===== config.mk =====
export PLATFORM = sky130hd
export DESIGN_NAME = imem_loader_flat
export DESIGN_NICKNAME = d
export VERILOG_FILES = /design/src/rtl/imem_loader_if.sv /design/src/rtl/imem_loader.sv /design/src/flat_wrapper.sv
export SDC_FILE = /design/constraint.sdc
export NUM_CORES = 1
export LEC_CHECK = 0
export ABC_AREA = 1
export BUFFER_PORTS_ARGS = -buffer_cell sky130_fd_sc_hd__buf_2
export CAP_MARGIN = 25
export CORE_MARGIN = 3
export CORE_UTILIZATION = 59
export DETAILED_ROUTE_END_ITERATION = 7
export HOLD_SLACK_MARGIN = 0.05
export PLACE_DENSITY = 0.85
export SLEW_MARGIN = 20
export SYNTH_ARGS = -nofsm -noshare
export SYNTH_HDL_FRONTEND = slang
export SYNTH_SLANG_ARGS = --single-unit

===== constraint.sdc =====
create_clock -name clock -period 3 [get_ports clock]
set_clock_uncertainty 0.2 [all_clocks]
set_input_delay 0.6 -clock clock [delete_from_list [all_inputs] [get_ports clock]]
set_output_delay 0.6 -clock clock [all_outputs]
set_load 0.005 [all_outputs]

===== src/rtl/imem_loader_if.sv =====
// Word-stream handshake into the IRAM boot loader.
// The source drives data/valid/last; the loader answers with ready.
interface imem_loader_if #(
  parameter int DATA_W = 16
);
  logic [DATA_W-1:0] in_data;
  logic              in_valid;
  logic              in_last;
  logic              in_ready;

  modport master (
    output in_data,
    output in_valid,
    output in_last,
    input  in_ready
  );

  modport slave (
    input  in_data,
    input  in_valid,
    input  in_last,
    output in_ready
  );
endinterface


===== src/rtl/imem_loader.sv =====
// Boot loader: streams an image into IRAM, reads it back against a running checksum,
// then hands the IRAM port to the core by raising core_start.
module imem_loader #(
  parameter int ADDR_W     = 9,
  parameter int DATA_W     = 16,
  parameter int RD_LATENCY = 2
) (
  input  logic              clock,
  input  logic              reset_n,
  input  logic              load_req,
  imem_loader_if.slave      in_if,
  output logic [ADDR_W-1:0] mem_addr,
  output logic [DATA_W-1:0] mem_data,
  output logic              mem_wren,
  output logic              mem_rden,
  input  logic [DATA_W-1:0] mem_q,
  output logic              core_start,
  output logic              busy,
  output logic              error,
  output logic [ADDR_W:0]   word_count
);

  localparam logic [ADDR_W:0] ONE      = (ADDR_W+1)'(1);
  localparam logic [ADDR_W:0] LAST_IDX = (ADDR_W+1)'((2**ADDR_W) - 1);

  typedef enum logic [2:0] {
    S_IDLE,
    S_LOAD,
    S_VERIFY,
    S_CHECK,
    S_RUN,
    S_ERROR
  } state_t;

  state_t state, state_nx;

  logic [ADDR_W:0]     count;
  logic [ADDR_W:0]     rd_cnt;
  logic [ADDR_W:0]     cap_cnt;
  logic [DATA_W-1:0]   wsum;
  logic [DATA_W-1:0]   rsum;
  logic                err;
  logic [RD_LATENCY-1:0] rd_pipe;

  logic xfer;
  logic last_xfer;
  logic capture;
  logic cap_last;
  logic sums_ok;

  assign xfer      = in_if.in_valid & in_if.in_ready;
  assign last_xfer = xfer & (in_if.in_last | (count == LAST_IDX));
  // rd_pipe tracks each issued read until its data appears on mem_q
  assign capture   = rd_pipe[RD_LATENCY-1];
  assign cap_last  = capture & ((cap_cnt + ONE) == count);
  assign sums_ok   = (rsum == wsum) & ~err;

  // ---------------------------------------------------------------- state register
  always_ff @(posedge clock or negedge reset_n) begin
    if (!reset_n) begin
      state <= S_IDLE;
    end else begin
      state <= state_nx;
    end
  end

  // ---------------------------------------------------------------- next state
  always_comb begin
    state_nx = state;
    case (state)
      S_IDLE:   if (load_req)  state_nx = S_LOAD;
      S_LOAD:   if (last_xfer) state_nx = S_VERIFY;
      S_VERIFY: if (cap_last)  state_nx = S_CHECK;
      S_CHECK:  state_nx = sums_ok ? S_RUN : S_ERROR;
      S_RUN:    if (load_req)  state_nx = S_LOAD;
      S_ERROR:  if (load_req)  state_nx = S_LOAD;
      default:  state_nx = S_IDLE;
    endcase
  end

  // ---------------------------------------------------------------- state outputs
  always_comb begin
    in_if.in_ready = 1'b0;
    core_start     = 1'b0;
    busy           = 1'b0;
    case (state)
      S_LOAD:   begin in_if.in_ready = 1'b1; busy = 1'b1; end
      S_VERIFY: busy = 1'b1;
      S_CHECK:  busy = 1'b1;
      S_RUN:    core_start = 1'b1;
      default:  ;
    endcase
  end

  assign error      = err;
  assign word_count = count;

  // ---------------------------------------------------------------- datapath
  always_ff @(posedge clock or negedge reset_n) begin
    if (!reset_n) begin
      mem_addr <= '0;
      mem_data <= '0;
      mem_wren <= 1'b0;
      mem_rden <= 1'b0;
      rd_pipe  <= '0;
      count    <= '0;
      rd_cnt   <= '0;
      cap_cnt  <= '0;
      wsum     <= '0;
      rsum     <= '0;
      err      <= 1'b0;
    end else begin
      // the IRAM port idles at zero unless this cycle issues a write or read
      mem_addr <= '0;
      mem_data <= '0;
      mem_wren <= 1'b0;
      mem_rden <= 1'b0;

      rd_pipe[0] <= mem_rden;
      for (int unsigned i = 1; i < RD_LATENCY; i++) begin
        rd_pipe[i] <= rd_pipe[i-1];
      end

      case (state)
        S_IDLE, S_RUN, S_ERROR: begin
          if (load_req) begin
            count   <= '0;
            rd_cnt  <= '0;
            cap_cnt <= '0;
            wsum    <= '0;
            rsum    <= '0;
            err     <= 1'b0;
          end
        end

        S_LOAD: begin
          if (xfer) begin
            mem_wren <= 1'b1;
            mem_addr <= count[ADDR_W-1:0];
            mem_data <= in_if.in_data;
            wsum     <= wsum + in_if.in_data;
            count    <= count + ONE;
            if ((count == LAST_IDX) && !in_if.in_last) begin
              err <= 1'b1;
            end
          end
        end

        S_VERIFY: begin
          if (rd_cnt != count) begin
            mem_rden <= 1'b1;
            mem_addr <= rd_cnt[ADDR_W-1:0];
            rd_cnt   <= rd_cnt + ONE;
          end
          if (capture) begin
            rsum    <= rsum + mem_q;
            cap_cnt <= cap_cnt + ONE;
          end
        end

        S_CHECK: begin
          if (!sums_ok) begin
            err <= 1'b1;
          end
        end

        default: ;
      endcase
    end
  end

endmodule

===== src/flat_wrapper.sv =====
// flat-port wrapper written by rule: the top's interface ports become plain ports
module imem_loader_flat 
#(
  parameter int ADDR_W     = 9,
  parameter int DATA_W     = 16,
  parameter int RD_LATENCY = 2
)
  (clock, reset_n, load_req, mem_addr, mem_data, mem_wren, mem_rden, mem_q, core_start, busy, error, word_count, in_if_in_data, in_if_in_valid, in_if_in_last, in_if_in_ready);
  imem_loader_if #(.DATA_W(DATA_W)) in_if_i ();
  input  logic clock;
  input  logic reset_n;
  input  logic load_req;
  output logic [ADDR_W-1:0] mem_addr;
  output logic [DATA_W-1:0] mem_data;
  output logic mem_wren;
  output logic mem_rden;
  input  logic [DATA_W-1:0] mem_q;
  output logic core_start;
  output logic busy;
  output logic error;
  output logic [ADDR_W:0] word_count;
  input wire logic [$bits(in_if_i.in_data)-1:0] in_if_in_data;
  input wire logic [$bits(in_if_i.in_valid)-1:0] in_if_in_valid;
  input wire logic [$bits(in_if_i.in_last)-1:0] in_if_in_last;
  output wire logic [$bits(in_if_i.in_ready)-1:0] in_if_in_ready;
  assign in_if_i.in_data = in_if_in_data;
  assign in_if_i.in_valid = in_if_in_valid;
  assign in_if_i.in_last = in_if_in_last;
  assign in_if_in_ready = in_if_i.in_ready;
  imem_loader #(.ADDR_W(ADDR_W), .DATA_W(DATA_W), .RD_LATENCY(RD_LATENCY)) u_core (.clock(clock), .reset_n(reset_n), .load_req(load_req), .in_if(in_if_i), .mem_addr(mem_addr), .mem_data(mem_data), .mem_wren(mem_wren), .mem_rden(mem_rden), .mem_q(mem_q), .core_start(core_start), .busy(busy), .error(error), .word_count(word_count));
endmodule

=== Yosys cells after proc, flatten, opt, wreduce, memory -nomap -nowiden ===
Index checks and enable logic that the tools add are counted.

* Logic and storage cells: 87
* Flip-flop bits (word level): 95
* Input bits: 37
* Output and inout bits: 41

* Reductions and logical operators: 13
* Bitwise logic cells: 6
* Eq/ne operators: 17
* Muxes and demuxes: 34
* Add/subtract/negate cells: 5

{| class="wikitable"
|+ Operator list
! operator !! count
|-
| $mux W16 || 5
|-
| $pmux W16 S2 || 2
|-
| $pmux W10 S2 || 3
|-
| $mux W10 || 4
|-
| $add A16 B16 Y16 || 2
|-
| $add A10 B1 Y10 const B || 3
|-
| $mux W9 || 2
|-
| $pmux W9 S2 || 1
|-
| $eq A16 B16 Y1 || 1
|-
| $ne A2 B1 Y1 const B || 7
|-
| $mux W1 || 12
|-
| $pmux W3 S4 || 1
|-
| $reduce_and A3 Y1 || 4
|-
| $eq A10 B10 Y1 || 1
|-
| $eq A10 B9 Y1 const B || 1
|-
| $ne A10 B10 Y1 || 1
|-
| $mux W3 || 3
|-
| $eq A3 B2 Y1 const B || 2
|-
| $eq A3 B3 Y1 const B || 2
|-
| $reduce_or A3 Y1 || 2
|-
| $reduce_and A5 Y1 || 1
|-
| $and A1 B1 Y1 || 4
|-
| $reduce_bool A2 Y1 || 2
|-
| $eq A3 B1 Y1 const B || 1
|-
| other kinds (8) || 8
|}

=== Logic depth before layout (Yosys ltp) ===
* Word-level depth: 6
* Mapped depth: 15
* Depth with buffers taken out: 15

=== Worst setup path before layout ===
No wires, ideal clock.

* Path kind: input to register
* Start: input in_if_in_data[0]
* End: register u_core.wsum[10]
* Arrival time: 2.123 ns
* Setup slack: 0.559 ns
* Setup time: 0.117 ns
* Cell stages on the path: 10
* Required time: 2.683 ns
* Buffers on the path: 0
* Cell sequence: ha_1 fa_1 nand3_1 nand3_1 a21boi_0 nor2_1 o21ai_0 nand2_1 nand3_1 nand2_1

* Word-level cells in the longest chain between the ends: 3

{| class="wikitable"
|+ RTL lines
! element !! line !! RTL
|-
| start, declared || flat_wrapper.sv:22 || <nowiki>input wire logic [$bits(in_if_i.in_data)-1:0] in_if_in_data;</nowiki>
|-
| $add A16 B16 Y16 || imem_loader.sv:141 || <nowiki>wsum <= wsum + in_if.in_data;</nowiki>
|-
| $mux W16 || imem_loader.sv:137 || <nowiki>if (xfer) begin</nowiki>
|-
| $pmux W16 S2 || imem_loader.sv:124 || <nowiki>case (state)</nowiki>
|-
| end signal, assigned || imem_loader.sv:141 ||
|-
| end, declared || imem_loader.sv:40 || <nowiki>logic [DATA_W-1:0] wsum;</nowiki>
|}

Every way passes these cells. The select of a mux whose other input is x is not followed.
A chain may end at the register's enable or synchronous reset.

=== Worst setup path after layout ===
* Start: register u_core.wsum[0]
* End: register u_core.wsum[10]

* Word-level cells in the longest chain between the ends: 3

{| class="wikitable"
|+ RTL lines
! element !! line
|-
| $add A16 B16 Y16 || imem_loader.sv:141
|-
| $mux W16 || imem_loader.sv:137
|-
| $pmux W16 S2 || imem_loader.sv:124
|}

Every way passes these cells. The select of a mux whose other input is x is not followed.

==> flow_metrics.py <==
metrics = {
    "power_and_ir_drop": {
        "intPower_mw": 2.58,
        "power.density_nw_per_um2": 674,
        "p_clk_share_pct": 19.9,
        "combinationalPowerShare_pct": 43.1,
        "power_frac_seq_pct": 37.1,
        "vdd_drop_max_mv": 0.562,
        "leakage_nw": 3.59,
        "p_switching_mw": 1.97,
        "p_sw_share_pct": 43.2,
    },
    "clock_tree": {
        "cts_resized": 0,
        "clkSlewWorstSetupHoldPaths_ns": 0.10,
        "cts_hold_buffers": 0,
        "insertion_delay_ns": 0.37,
        "cts_buffers": 9,
        "ctsLongestPathBuffers": 2,
        "clock_sinks": 95,
        "h-tree-depth": 3,
        "cts_setup_buffers": 0,
        "cts-root-buf": "clkbuf_8",
        "cts_tree": "done",
    },
    "grt": {
        "grt_usage_pct": 26.8,
        "grt-ovfl-total": 0,
        "antenna_found_initial": 0,
        "grt_max_degree": 55,
        "grt_pass1_wl_mm": 24.5,
        "grt_pass1_vias": 5371,
    },
    "sta": {
        "grt_setup_unrepaired": "no",
        "tightest_slew_ns": 0.682,
        "finalHoldViolations": 0,
        "min_period_ns": 2.58,
        "finalSetupViolations": 0,
        "slew_viol_final": 0,
        "period_share_pct": 85.9,
        "max_freq_mhz": 388,
        "setup_tns_ns": 0,
        "relSlewSlack_pct": 54.6,
    },
    "logic_synthesis": {
        "ys_seq_elements": 95,
        "postSynthCellCount": 807,
        "synth_cell_types": 45,
        "synth_flop_cell": "dfrtp_1",
        "syn_area_sq_um": 6010,
        "ys_seq_area_share_pct": 39.6,
        "yosys_warnings": 0,
        "synthesis.nets": 879,
        "ys_async_sr_fraction_pct": 100,
        "synth_edf_count": 0,
        "syn_area_per_cell_sq_um": 7.45,
    },
    "detailed_routing": {
        "ant_nets": 0,
        "via_per_inst": 5.47,
        "vias": 5603,
        "routed_wl_mm": 14.7,
        "drc": 0,
        "dr.pass1.iters": 5,
        "drtIter0Drc": 317,
        "post_drt_wl_per_cell_um": 14.4,
    },
    "die": {
        "die_area_sq_um": 11400,
        "ios": 78,
        "rows": 36,
        "dieWidth_um": 107,
        "core-area_sq_um": 9820,
        "die_h_um": 107,
        "initial_core_util_pct": 61.2,
    },
    "cells_and_area": {
        "syn_to_final_growth_pct": 12.3,
        "final_cell_mix": "196 x nand2_1, 115 x inv_1, 95 x dfrtp_1",
        "nets": 958,
        "n_antenna_cell": 0,
        "fin_util_pct": 68.8,
        "drive_above_1_share_pct": 13.2,
        "final_common_cell": "nand2_1",
    },
    "placed_design": {
        "dp_hpwl_mm": 11.4,
        "numPortBuffers": 77,
        "gp_congestion": 0.974,
    },
    "setup_path": {
        "rr_worst_depth": 11,
        "critPathMaxStageDelay_ns": 0.43,
        "end_kind": "flop",
        "crit_arrival_ns": 2.64,
        "crit_slowest_cell": "dfrtp_1",
        "cpMostUsedCell": "nand3_1",
        "critical_path_class": "reg -> reg",
        "cp_max_fo": 3,
        "r2r-start": "u_core.wsum[0]",
        "path_cells": "ha_1, fa_1, nand3_1, nand3_1, a21boi_0, buf_4, nor2_1, o21ai_0, nand2_1, nand3_1, nand2_1",
        "rr_endpoint": "u_core.wsum[10]",
        "r2r_slack_ns": 0.42,
        "worst-endpoint-required_ns": 3.07,
        "critPathLaunchType": "flop",
        "critical_path_buf_inv_count": 1,
        "cp_top_family": "adder cells",
    },
    "worst_hold_path": {
        "hp-class": "in -> async",
    },
    "run_status": {
        "outcome": "complete, no violations",
    },
    "flow_run": {
        "maxCapViolCount": 0,
    },
}
## power by group through the flow
stage	logic, mW	registers [mW]	clock network (mW)
floorplan	1.44	1.65	0
global placement	1.90	1.70	0
detailed placement	1.93	1.71	0
CTS	1.95	1.69	0.925
global route	2.22	1.71	0.968
finish	1.96	1.69	0.903
## routing by layer
layer | vias up | part of all wire [%] | global-route usage, %
li1 | 2823 | - | -
met5 | - | 0 | 0
met3 | 26 | 6.4 | 5.00
met2 | 211 | 50 | 46.8
met1 | 2543 | 41 | 33.4
met4 | 0 | 2.1 | 9.22
## cells in the mapped netlist, types with 2 or more instances
library cell  number  share of area (%)
nand2_1          196                 12
inv_1            115                7.2
dfrtp_1           95                 40
nor2_1            74                4.6
o21ai_0           49                4.1
nand3_1           47                3.9
a21oi_1           43                3.6
ha_1              33                6.9
o22ai_1           27                2.8
xor2_1            22                3.2
nor3_1            17                1.4
nand4_1           11                1.1
o21ai_1           10               0.83
o21bai_1           9                1.1
buf_2              8               0.67
inv_2              7               0.44
a211oi_1           5               0.62
nand2_2            3               0.31
nor2_2             3               0.31
o31ai_1            3               0.37
a21boi_0           2               0.25
a31oi_1            2               0.21
buf_4              2               0.25
fa_1               2               0.67
or2_2              2               0.21
## logic make-up (layout without fill, tap and decap cells)
| group | Yosys count | after routing | share of synthesized area, % |
|---|---|---|---|
| and+or+nand+nor | 361 | 361 | 25.5 |
| adders and majority gates | 35 | 35 | 7.54 |
| DFF | 95 | 95 | 39.6 |
| AOI/OAI and AO/OA | 158 | 158 | 15.3 |
| buffers and inverters | 135 | 219 | 8.85 |
| xor gates and xnor gates | 23 | 23 | 3.35 |
## worst max path at each step
stage	slack [ns]	endpoint	from	depth (start not counted)
3_3_place_gp	0.29	u_core.wsum[10]	in_if_in_data[0]	12
2_1_floorplan	0.56	u_core.wsum[10]	in_if_in_data[0]	10
5_1_grt	0.25	u_core.wsum[10]	u_core.wsum[0]	11
6_report	0.42	u_core.wsum[10]	u_core.wsum[0]	11
4_1_cts	0.44	u_core.wsum[10]	u_core.wsum[0]	11
3_5_place_dp	0.18	u_core.wsum[10]	in_if_in_data[0]	12
## layout make-up
class | count | area [sq um]
Multi-Input combinational cell | 577 | 3100
Fill cell | 844 | 3070
Sequential cell | 95 | 2380
Inverter | 122 | 458
Timing Repair Buffer | 81 | 430
Tap cell | 133 | 166
Clock buffer | 12 | 165
Clock inverter | 4 | 52.6
## through the flow
step / cell area, sq um / hold slack, ns / setup slack (ns) / power [mW] / std cells
floorplan: 6010 / 0.104 / 0.559 / 3.09 / 807
global placement: 6530 / 0.153 / 0.294 / 3.60 / 1008
detailed placement: 6530 / 0.176 / 0.185 / 3.64 / 1008
CTS: 6750 / 0.0711 / 0.443 / 4.56 / 1024
global route: 6750 / 0.104 / 0.250 / 4.90 / 1024
finish: 6750 / 0.0536 / 0.424 / 4.55 / 1024
## flip-flops by register name (all words and copies together) (netlist names), 2 cells and up
| signal | cells |
|---|---|
| u_core.cap_cnt | 10 |
| u_core.mem_addr | 9 |
| u_core.mem_data | 16 |
| u_core.rd_cnt | 10 |
| u_core.rd_pipe | 2 |
| u_core.rsum | 16 |
| u_core.state | 3 |
| u_core.word_count | 10 |
| u_core.wsum | 16 |
Note: power is estimated with default switching activity, not from simulation.
